==> src/rtl/edge_pulse_pkg.sv <==
// Shared types and limits for the multi-channel edge-to-pulse converter.
package edge_pulse_pkg;

  typedef enum logic [1:0] {EDGE_RISE, EDGE_FALL, EDGE_BOTH} edge_mode_e;

  typedef enum logic [1:0] {STABLE_LO, PEND_HI, STABLE_HI, PEND_LO} edge_state_e;

  localparam int MAX_DEBOUNCE = 65535;

endpackage

==> src/rtl/edge_channel.sv <==
// One input channel: synchroniser chain, debounce counter/FSM and level register.
// rise_o/fall_o are same-cycle acceptance strobes; the top registers them.
module edge_channel
  import edge_pulse_pkg::*;
#(
  parameter int SYNC_STAGES = 2,
  parameter int DEBOUNCE    = 4
) (
  input  logic clock_i,
  input  logic reset_ni,
  input  logic in_i,
  output logic level_o,
  output logic rise_o,
  output logic fall_o
);

  localparam int CW = $clog2(DEBOUNCE + 1);
  localparam logic [CW-1:0] CNT_LAST = CW'(DEBOUNCE);

  logic [SYNC_STAGES-1:0] sync_q, sync_d;
  logic [CW-1:0]          cnt_q, cnt_d, cnt_inc_s;
  edge_state_e            state_q, state_d;
  logic                   level_q, level_d;
  logic                   sync_s, differ_s, accept_s;

  assign sync_d    = {sync_q[SYNC_STAGES-2:0], in_i};
  assign sync_s    = sync_q[SYNC_STAGES-1];
  assign differ_s  = sync_s ^ level_q;
  assign cnt_inc_s = cnt_q + CW'(1);
  // Counter never exceeds DEBOUNCE-1, so the increment cannot wrap.
  assign accept_s  = differ_s && (cnt_inc_s == CNT_LAST);

  // State register: sync chain, counter, FSM state and debounced level.
  always_ff @(posedge clock_i or negedge reset_ni) begin
    if (!reset_ni) begin
      sync_q  <= {SYNC_STAGES{1'b0}};
      cnt_q   <= {CW{1'b0}};
      state_q <= STABLE_LO;
      level_q <= 1'b0;
    end else begin
      sync_q  <= sync_d;
      cnt_q   <= cnt_d;
      state_q <= state_d;
      level_q <= level_d;
    end
  end

  // Next-state logic for the debounce FSM and its counter.
  always_comb begin
    state_d = state_q;
    case (state_q)
      STABLE_LO: if (sync_s)   state_d = accept_s ? STABLE_HI : PEND_HI;
                 else          state_d = STABLE_LO;
      PEND_HI:   if (!sync_s)  state_d = STABLE_LO;
                 else if (accept_s) state_d = STABLE_HI;
                 else          state_d = PEND_HI;
      STABLE_HI: if (!sync_s)  state_d = accept_s ? STABLE_LO : PEND_LO;
                 else          state_d = STABLE_HI;
      PEND_LO:   if (sync_s)   state_d = STABLE_HI;
                 else if (accept_s) state_d = STABLE_LO;
                 else          state_d = PEND_LO;
      default:                 state_d = STABLE_LO;
    endcase
    if (!differ_s || accept_s) begin
      cnt_d = {CW{1'b0}};
    end else begin
      cnt_d = cnt_inc_s;
    end
  end

  // Output logic: level flips and one strobe fires on the acceptance sample.
  always_comb begin
    if (accept_s) begin
      level_d = ~level_q;
    end else begin
      level_d = level_q;
    end
    rise_o = accept_s & ~level_q;
    fall_o = accept_s & level_q;
  end

  assign level_o = level_q;

endmodule

==> src/rtl/edge_pulse_multi.sv <==
// Multi-channel debounced edge-to-pulse converter with enable masking and
// MODE-selected pulse output; all outputs come straight from flops.
module edge_pulse_multi
  import edge_pulse_pkg::*;
#(
  parameter int         CHANNELS    = 4,
  parameter int         SYNC_STAGES = 2,
  parameter int         DEBOUNCE    = 4,
  parameter edge_mode_e MODE        = EDGE_RISE
) (
  input  logic                clock,
  input  logic                reset_n,
  input  logic [CHANNELS-1:0] in,
  input  logic                enable,
  output logic [CHANNELS-1:0] level,
  output logic [CHANNELS-1:0] rise,
  output logic [CHANNELS-1:0] fall,
  output logic [CHANNELS-1:0] pulse,
  output logic                any
);

  logic [CHANNELS-1:0] rise_s, fall_s;
  logic [CHANNELS-1:0] rise_d, fall_d, pulse_d;
  logic [CHANNELS-1:0] rise_q, fall_q, pulse_q;
  logic                any_d, any_q;

  for (genvar g = 0; g < CHANNELS; g++) begin : g_chan
    edge_channel #(
      .SYNC_STAGES(SYNC_STAGES),
      .DEBOUNCE   (DEBOUNCE)
    ) u_chan (
      .clock_i (clock),
      .reset_ni(reset_n),
      .in_i    (in[g]),
      .level_o (level[g]),
      .rise_o  (rise_s[g]),
      .fall_o  (fall_s[g])
    );
  end

  // Enable masking and mode selection of the acceptance strobes.
  always_comb begin
    if (enable) begin
      rise_d = rise_s;
      fall_d = fall_s;
    end else begin
      rise_d = {CHANNELS{1'b0}};
      fall_d = {CHANNELS{1'b0}};
    end
    case (MODE)
      EDGE_RISE: pulse_d = rise_d;
      EDGE_FALL: pulse_d = fall_d;
      EDGE_BOTH: pulse_d = rise_d | fall_d;
      default:   pulse_d = {CHANNELS{1'b0}};
    endcase
    any_d = |pulse_d;
  end

  // Pulse output registers, aligned with the level flip inside each channel.
  always_ff @(posedge clock or negedge reset_n) begin
    if (!reset_n) begin
      rise_q  <= {CHANNELS{1'b0}};
      fall_q  <= {CHANNELS{1'b0}};
      pulse_q <= {CHANNELS{1'b0}};
      any_q   <= 1'b0;
    end else begin
      rise_q  <= rise_d;
      fall_q  <= fall_d;
      pulse_q <= pulse_d;
      any_q   <= any_d;
    end
  end

  assign rise  = rise_q;
  assign fall  = fall_q;
  assign pulse = pulse_q;
  assign any   = any_q;

endmodule
==> config.mk <==
export PLATFORM = sky130hd
export DESIGN_NAME = edge_pulse_multi
export DESIGN_NICKNAME = d
export VERILOG_FILES = /design/src/rtl/edge_pulse_pkg.sv /design/src/rtl/edge_channel.sv /design/src/rtl/edge_pulse_multi.sv
export SDC_FILE = /design/constraint.sdc
export NUM_CORES = 1
export LEC_CHECK = 0
export CORE_MARGIN = 5
export CORE_UTILIZATION = 45
export DETAILED_ROUTE_END_ITERATION = 10
export PLACE_DENSITY = 0.76
export SLEW_MARGIN = 25
export SYNTH_ARGS = -nofsm -noshare
export SYNTH_HDL_FRONTEND = slang
export SYNTH_SLANG_ARGS = --single-unit
==> constraint.sdc <==
create_clock -name clock -period 3.2 [get_ports clock]
set_input_delay 0.32 -clock clock [delete_from_list [all_inputs] [get_ports clock]]
set_output_delay 0.32 -clock clock [all_outputs]
set_load 0.03 [all_outputs]
==> out/qor.txt <==
LEAKAGE = 0.7292 nW
Initial Util = 46.73%
Final period util = 55.21%
GR Util met2 = 16.92%
CP Max Fanout = 5
Gate Count Post-Synth = 91
Most common cell after layout, fill and taps aside = dfrtp_1
WP data required = 2.88 ns
Seq/Total Area, Yosys = 64.64%
Detailed-route via count = 711
Worst setup EP type = primary output
Outcome = finished, final reports clean
Area of the multi-input gates = 356.6 um^2
RSZ-0062 raised after global routing = no
Vias in the first global route = 735
Endpoints failing setup = 0
Max Freq = 0.5660 GHz
Met3 Use GR = 6.394%
GRT Total Usage = 10.84%
Total negative slack = 0 ns
Post-Synthesis Cell Area = 1277 um^2
Die W = 63.28 um
Net Sw Frac = 29.41%
Setup slack after layout = 1.433 ns
TritonCTS buffer count = 5
Reg2Reg Setup Slack = 1.94 ns
Pre-CTS setup slack = 1.789 ns
# rows = 19
Number of setup buffers added after CTS = 0
GRT met1 Usage = 11.56%
Via density = 4.903
Hold WC Path Type = reg2reg
Grt peak-use layer = met2
Clock skew = 0.009050 ns
CTS tree = built
Synth Area per Inst = 14.04 um^2
Tot Pwr = 1.242 mW
Total grt overflow = 0
Syn_nets = 106
CTS sink cnt = 33
DR WL/cell = 12.31 um
Psw = 365.2 uW
Starting DRT DRC Count = 55
Max VDD drop = 0.5178 mV
Endpoints failing hold = 0
Pwr Density = 788.8 nW/um^2
Nets@finish = 128
Register Area = 825.8 um^2
Seq pwr share = 45.5%
Crit path DAT = 1.45 ns
Io pins = 24
Clock Tree Buf Depth = 2
Netlist cell types = 13
Slew @ Worst Pin = 0.3926 ns
Full die area = 4004 um^2
Crit path cell chain = clkdlybuf4s50_1
Final WL = 1785 um
Most frequent cells in the layout = dfrtp_1 (33), clkdlybuf4s50_1 (23), nor3_1 (8), inv_1 (8), ha_1 (8)
Initial antenna violation count = 0
Slew Viols, Final = 0
Ys Warns = 0
DR pass1 iterations = 4
Flop and latch count out of synthesis = 33
Fill count = 225
First-pass GRT wire length = 3339 um
Slowest-stage cell, CP = clkdlybuf4s50_1
Layout Cells excl Fill = 145
Clk slew on worst S/H paths = 0.10 ns
Crit path buffers/inverters = 1
Largest net degree at the start of global routing = 34
Antenna Nets Post-Route = 0
P_int = 876.4 uW
Critical path class = reg2out
Clock group share of total power = 25.4%
I/O Buffers = 23
Area Overhead vs Synth = 23.21%
CTS root buf = clkbuf_4
Tmin final = 1.767 ns
Fraction of layout cells with a size suffix above 1 = 14.04%
Clk_lat worst skew = 0.33 ns
Hold slack = 0.3549 ns
Placed Cells = 137
Comb pwr share = 29.1%
Die Height = 63.28 um
Max cap viols = 0
DPL Wire Length = 1318 um
Antenna fix cells = 0
H-tree depth = 2
Max stage delay on crit path = 0.70 ns
Area of the core = 2734 um^2
# hold bufs at CTS = 0
RePlAce Congestion = 0.6646
Crit start category = flip-flop
Worst rel slew slack = 73.83%
# DRC = 0
Post-CTS Resized = 0
Crit-path leading delay family = buffers and inverters
-- cells by family (layout without fill, tap and decap cells) --
logic type | count (synthesis) | count (layout) | share of synthesized area [%]
AND/OR/NAND/NOR | 25 | 25 | 13.81
flip-flops | 33 | 33 | 64.64
buffers and inverters | 17 | 40 | 7.444
adder cells (fa/ha/maj) | 8 | 8 | 7.836
XOR/XNOR | 4 | 4 | 2.742
multiplexers | 4 | 4 | 3.526
-- sequential cells by signal (all words and copies together), names as in the netlist --
signal and count:
pulse 4, g_chan.u_chan.cnt_q 12, g_chan.u_chan.level_o 4, any 1, fall 4, g_chan.u_chan.sync_q 8
-- routing by layer --
metal | vias to the layer above | part of all wire, %
met2 | 21 | 49
li1 | 344 | -
met3 | 7 | 9.3
met5 | - | 0
met1 | 339 | 39
met4 | 0 | 2.5
-- area by class of cell --
cell class	instances	share of cell area, %
Sequential cell	33	52.46
Multi-Input combinational cell	41	22.66
Timing Repair Buffer	24	15.10
Clock buffer	7	3.498
Tap cell	31	2.464
Clock inverter	1	1.908
Inverter	8	1.908
-- power by group through the flow --
stage / combinational, mW / sequential (mW) / clock [mW]
after floorplan: 0.284 / 0.571 / 0
after global placement: 0.352 / 0.567 / 0
after detailed placement: 0.368 / 0.576 / 0
after CTS: 0.369 / 0.567 / 0.328
after global routing: 0.406 / 0.579 / 0.345
final: 0.361 / 0.564 / 0.316
-- stage by stage --
step           cell area (um^2)  utilization (%)
3_5_place_dp               1489            54.46
4_1_cts                    1574            57.57
5_1_grt                    1574            57.57
6_report                   1574            57.57
2_1_floorplan              1277                -
3_3_place_gp               1489            54.46
-- worst paths after layout --
check                                            from                    endpoint  cells past startpoint
max in group asynchronous                     reset_n                     fall[2]                      2
max reg2reg                 g_chan[1].u_chan.cnt_q[0]    g_chan[1].u_chan.level_o                      3
min reg2reg                g_chan[1].u_chan.sync_q[0]  g_chan[1].u_chan.sync_q[1]                      0
min                        g_chan[1].u_chan.sync_q[0]  g_chan[1].u_chan.sync_q[1]                      0
min in group asynchronous                     reset_n   g_chan[0].u_chan.cnt_q[0]                      2
max                          g_chan[3].u_chan.level_o                    level[3]                      1
-- cell usage after synthesis --
cell type / n / area [um^2]
nor3b_1: 4 / 30.03
nand4b_1: 4 / 35.03
ha_1: 8 / 100.1
dfrtp_1: 33 / 825.8
xnor2_1: 4 / 35.03
nor3b_2: 4 / 50.05
nor3_1: 8 / 40.04
mux2_2: 4 / 45.04
buf_2: 1 / 5.000
inv_1: 8 / 30.03
buf_4: 8 / 60.06
nand4_1: 1 / 6.260
nand2_1: 4 / 15.01
(Power assumes the default switching activity.)
